<file path="src/rtl/bit_scan_pkg.sv">
// Shared definitions for the bit-scan unit: scan-mode encodings and count-width helper.
package bit_scan_pkg;

  localparam logic [1:0] OP_CLZ = 2'b00;
  localparam logic [1:0] OP_CTZ = 2'b01;
  localparam logic [1:0] OP_CLO = 2'b10;
  localparam logic [1:0] OP_CTO = 2'b11;

  // Count width able to hold 0..width inclusive.
  function automatic int unsigned cw_of(input int unsigned width);
    return 32'($clog2(width)) + 32'd1;
  endfunction

endpackage

</file>
<file path="src/rtl/lzc_tree.sv">
// Combinational leading-zero counter built by recursive halving; each level yields
// an all-zero flag and a count in the range 0..WIDTH.
module lzc_tree
  import bit_scan_pkg::*;
#(
  parameter int unsigned WIDTH = 32,
  localparam int unsigned CW = cw_of(WIDTH)
) (
  input  logic [WIDTH-1:0] data,
  output logic [CW-1:0]    count,
  output logic             all_zero
);

  if (WIDTH == 1) begin : g_leaf
    assign all_zero = ~data[0];
    assign count    = all_zero;
  end else begin : g_split
    localparam int unsigned HALF = WIDTH / 2;
    localparam int unsigned HCW  = cw_of(HALF);

    logic [HCW-1:0] hi_count;
    logic [HCW-1:0] lo_count;
    logic           hi_zero;
    logic           lo_zero;

    lzc_tree #(.WIDTH(HALF)) u_hi (
      .data     (data[WIDTH-1:HALF]),
      .count    (hi_count),
      .all_zero (hi_zero)
    );

    lzc_tree #(.WIDTH(HALF)) u_lo (
      .data     (data[HALF-1:0]),
      .count    (lo_count),
      .all_zero (lo_zero)
    );

    // An empty upper half contributes HALF zeros ahead of the lower half's count.
    assign all_zero = hi_zero & lo_zero;
    assign count    = hi_zero ? (CW'(HALF) + CW'(lo_count)) : CW'(hi_count);
  end

endmodule

</file>
<file path="src/rtl/bit_scan_unit.sv">
// Two-stage bit-scan unit: normalise CLZ/CTZ/CLO/CTO to CLZ before S1, run the
// leading-zero tree between S1 and S2, with valid/ready handshakes on both sides.
module bit_scan_unit
  import bit_scan_pkg::*;
#(
  parameter int unsigned WIDTH = 32,
  parameter int unsigned TAG_W = 4,
  localparam int unsigned CW = cw_of(WIDTH)
) (
  input  logic             clk,
  input  logic             rst_n,
  input  logic             in_valid,
  output logic             in_ready,
  input  logic [WIDTH-1:0] in_data,
  input  logic [1:0]       in_op,
  input  logic [TAG_W-1:0] in_tag,
  output logic             out_valid,
  input  logic             out_ready,
  output logic [CW-1:0]    out_count,
  output logic             out_all,
  output logic [TAG_W-1:0] out_tag
);

  logic             stall;
  logic             trailing;
  logic             ones;
  logic [WIDTH-1:0] reversed;
  logic [WIDTH-1:0] norm_word;

  logic             s1_valid;
  logic [WIDTH-1:0] s1_word;
  logic [TAG_W-1:0] s1_tag;

  logic [CW-1:0]    lzc_count;
  logic             lzc_zero;

  // Both stages freeze together only when a presented result is not taken.
  assign stall    = out_valid & ~out_ready;
  assign in_ready = ~stall;

  // Trailing modes reverse, ones modes invert; afterwards every mode is a CLZ.
  always_comb begin
    trailing  = (in_op == OP_CTZ) || (in_op == OP_CTO);
    ones      = (in_op == OP_CLO) || (in_op == OP_CTO);
    reversed  = {<<{in_data}};
    norm_word = trailing ? reversed : in_data;
    if (ones) begin
      norm_word = ~norm_word;
    end
  end

  always_ff @(posedge clk or negedge rst_n) begin
    if (!rst_n) begin
      s1_valid <= 1'b0;
      s1_word  <= '0;
      s1_tag   <= '0;
    end else if (!stall) begin
      s1_valid <= in_valid;
      if (in_valid) begin
        s1_word <= norm_word;
        s1_tag  <= in_tag;
      end
    end
  end

  lzc_tree #(.WIDTH(WIDTH)) u_lzc (
    .data     (s1_word),
    .count    (lzc_count),
    .all_zero (lzc_zero)
  );

  // Payload only updates with a real operand so a bubble leaves the last result intact.
  always_ff @(posedge clk or negedge rst_n) begin
    if (!rst_n) begin
      out_valid <= 1'b0;
      out_count <= '0;
      out_all   <= 1'b0;
      out_tag   <= '0;
    end else if (!stall) begin
      out_valid <= s1_valid;
      if (s1_valid) begin
        out_count <= lzc_count;
        out_all   <= lzc_zero;
        out_tag   <= s1_tag;
      end
    end
  end

endmodule
</file>
<file path="config.mk">
export PLATFORM = sky130hd
export DESIGN_NAME = bit_scan_unit
export DESIGN_NICKNAME = d
export VERILOG_FILES = /design/src/rtl/bit_scan_pkg.sv /design/src/rtl/lzc_tree.sv /design/src/rtl/bit_scan_unit.sv
export SDC_FILE = /design/constraint.sdc
export NUM_CORES = 1
export LEC_CHECK = 0
export BUFFER_PORTS_ARGS = -buffer_cell sky130_fd_sc_hd__buf_2
export CAP_MARGIN = 10
export CORE_UTILIZATION = 55
export CTS_CLUSTER_SIZE = 12
export DETAILED_ROUTE_END_ITERATION = 8
export PLACE_DENSITY = 0.77
export SLEW_MARGIN = 20
export SYNTH_ARGS = -nofsm -noshare
export SYNTH_HDL_FRONTEND = slang
export SYNTH_HIERARCHICAL = 1
export SYNTH_SLANG_ARGS = --single-unit
</file>
<file path="constraint.sdc">
create_clock -name clk -period 3.9 [get_ports clk]
set_clock_uncertainty 0.05 [all_clocks]
set_input_delay 0.39 -clock clk [delete_from_list [all_inputs] [get_ports clk]]
set_output_delay 0.39 -clock clk [all_outputs]
set_load 0.03 [all_outputs]
</file>
==> reports/qor.yml <==
floorplan:
  initial_utilization_pct: 56.70
  die_x_um: 88.48
  io_pins: 55
  num_rows: 31
  die_h_um: 88.48
  core_sq_um: 7253
  die-area_sq_um: 7828
power_and_ir_drop:
  total_power_mw: 1.838
  peakVddDrop_uv: 176.7
  power.density_nw_per_um2: 438.1
  p_leak_nw: 2.108
yosys:
  ys_types: 18
  yosys.area_share.adder_pct: 0
  yosysWarnings: 6
  syn_inst: 393
  synth.area.top_cells: "dfrtp_1 30%, mux2_2 16%, mux2i_1 15%"
  syn_avg_cell_area_sq_um: 10.46
  yosys.area.top_type: "dfrtp_1"
  synth_top_area_share_pct: 29.81
  ys_seq_area_share_pct: 29.81
  netlist_area_sq_um: 4113
  synth_xor_xnor_area_share_pct: 6.815
  synth_compound_area_share_pct: 0.1217
  synth_top_family_by_area: "multiplexers"
  muxShareOfSynthArea_pct: 35.93
  ys_ff_latch: 49
  yosys.area_share.simple_pct: 12.23
  syn_nets: 435
critical_path:
  worst-setup-path-type: "reg -> reg"
  cp_max_fo: 4
  critPathCaptureType: "flip-flop"
  arrival_ns: 2.37
  crit_required_ns: 4.05
  cp-start-kind: "flip-flop"
global_route:
  grt_max_degree: 50
  grt_use_total_pct: 17.16
  antenna_found_initial: 0
  overflow: 0
  grt_pass1_wl_um: 10430
  grt_pass1_vias: 2366
flow_run:
  maxCapViolations: 0
layout:
  finalNetCount: 451
  layout-drive-gt1-share_pct: 47.55
  final_cells: 507
  final_util_pct: 57.84
  antennaDiodeCount: 0
  syn_to_final_growth_pct: 2.008
route:
  drc: 0
  wl_per_cell_um: 12.33
  drtPass1Iterations: 3
  drt-initial-drc-count: 39
  ant_nets: 0
  vias_per_cell: 4.840
  routed_wl_um: 6252
  via_count: 2454
sta:
  tns_ns: 0
  tightest_slew_ns: 0.8904
  holdWs_ns: 0.05383
  setup_viol: 0
  relSlewSlack_pct: 40.64
  hold_viol_final: 0
  max_freq_ghz: 0.4513
  slew_violations: 0
  rsz0062_at_grt: "false"
  finalCriticalPeriod_ns: 2.216
  period_share_pct: 56.82
clock_tree:
  path_clk_slew_ns: 0.09
  cts_tree: "built"
  postCtsSetupRepairBufs: 0
  clkLatencyLatePin_ns: 0.30
  cts_root_buf: "clkbuf_8"
  ctsResizeCount: 0
  clock-sinks: 49
  cts-htree-levels: 2
  holdBufCountCts: 0
  clk_path_buf_depth: 2
  cts_made_buffers: 5
place:
  place_inst: 501
  gp_congestion: 0.7461
  numPortBuffers: 54
  hpwl_um: 4869
outcome:
  outcome: "finished, final reports clean"
worst_hold_path:
  hold_class: "in -> async"
sequential cells by signal (all words and copies together), names as in the netlist:
signal,count
s1_tag,4
out_all,1
out_valid,1
out_tag,4
out_count,6
s1_word,32
s1_valid,1
cell usage in the layout (no fill, tap or decap), types with 2 or more instances in the layout:
cell type   n
and2_2     62
buf_2      53
clkbuf_8    5
dfrtp_1    49
inv_1      62
mux2_1      3
mux2_2     58
mux2_4     12
mux2i_1    61
nand2_1     2
nor2_1      4
xnor2_1    32
stage by stage:
stage	area (sq um)	worst slack, ns
floorplan	4113	1.804
global placement	4119	1.752
detailed placement	4119	1.719
CTS	4193	1.672
global route	4195	1.599
finish	4195	1.684
metal layers:
layer | vias up | global-route usage (%) | share of wire [%]
met5 | - | 0 | 0
met4 | 0 | 3.959 | 1.1
met3 | 5 | 3.358 | 2.4
li1 | 1252 | - | -
met2 | 31 | 30.35 | 49
met1 | 1166 | 21.60 | 48
kinds of logic (layout without fill, tap and decap cells):
kind of cell / count (synthesis) / after routing
buffers and inverters: 107 / 122
DFF: 49 / 49
and+or+nand+nor: 70 / 70
AOI/OAI and AO/OA: 1 / 1
xor gates and xnor gates: 32 / 32
muxes: 134 / 134
where the power goes:
part / leakage (nW) / switching (mW) / internal (mW)
Combinational: 1.48 / 0.397 / 0.466
Sequential: 0.584 / 0.0631 / 0.630
Clock: 0.0399 / 0.164 / 0.118
Yosys cell counts, drive strengths merged:
master	n
mux2	73
and2	62
inv	62
mux2i	61
dfrtp	49
buf	44
xnor2	32
nor2	4
nand2	3
clkbuf	1
nand2b	1
o21ai	1
worst max-delay path: stages, from the launching register on:
cell and delay (ns):
dfrtp_1 0.39, inv_1 0.12, and2_2 0.20, mux2_4 0.31, mux2_2 0.26, mux2_2 0.27, mux2_4 0.26, mux2_2 0.25
path summary, 6_finish.rpt:
kind	start	to	slack (ns)	cells past startpoint
worst max-delay path	s1_word[19]	out_count[0]	1.68	7
worst min-delay path	rst_n	s1_tag[3]	0.05	1
worst max register to register	s1_word[19]	out_count[0]	1.68	7
worst min register to register	s1_valid	out_valid	0.43	2
max in group asynchronous	rst_n	s1_word[28]	3.33	1
min in group clk	in_tag[0]	s1_tag[0]	0.24	2
layout make-up:
| class | instances | area (sq um) |
|---|---|---|
| clock buffers | 5 | 68.82 |
| clock inverters | 1 | 5.005 |
| fillers | 645 | 3058 |
| inverters | 62 | 232.7 |
| multi-input cells | 237 | 2266 |
| flip-flops and latches | 49 | 1226 |
| well taps | 99 | 123.9 |
| repair buffers | 54 | 272.8 |
(Power assumes the default switching activity.)
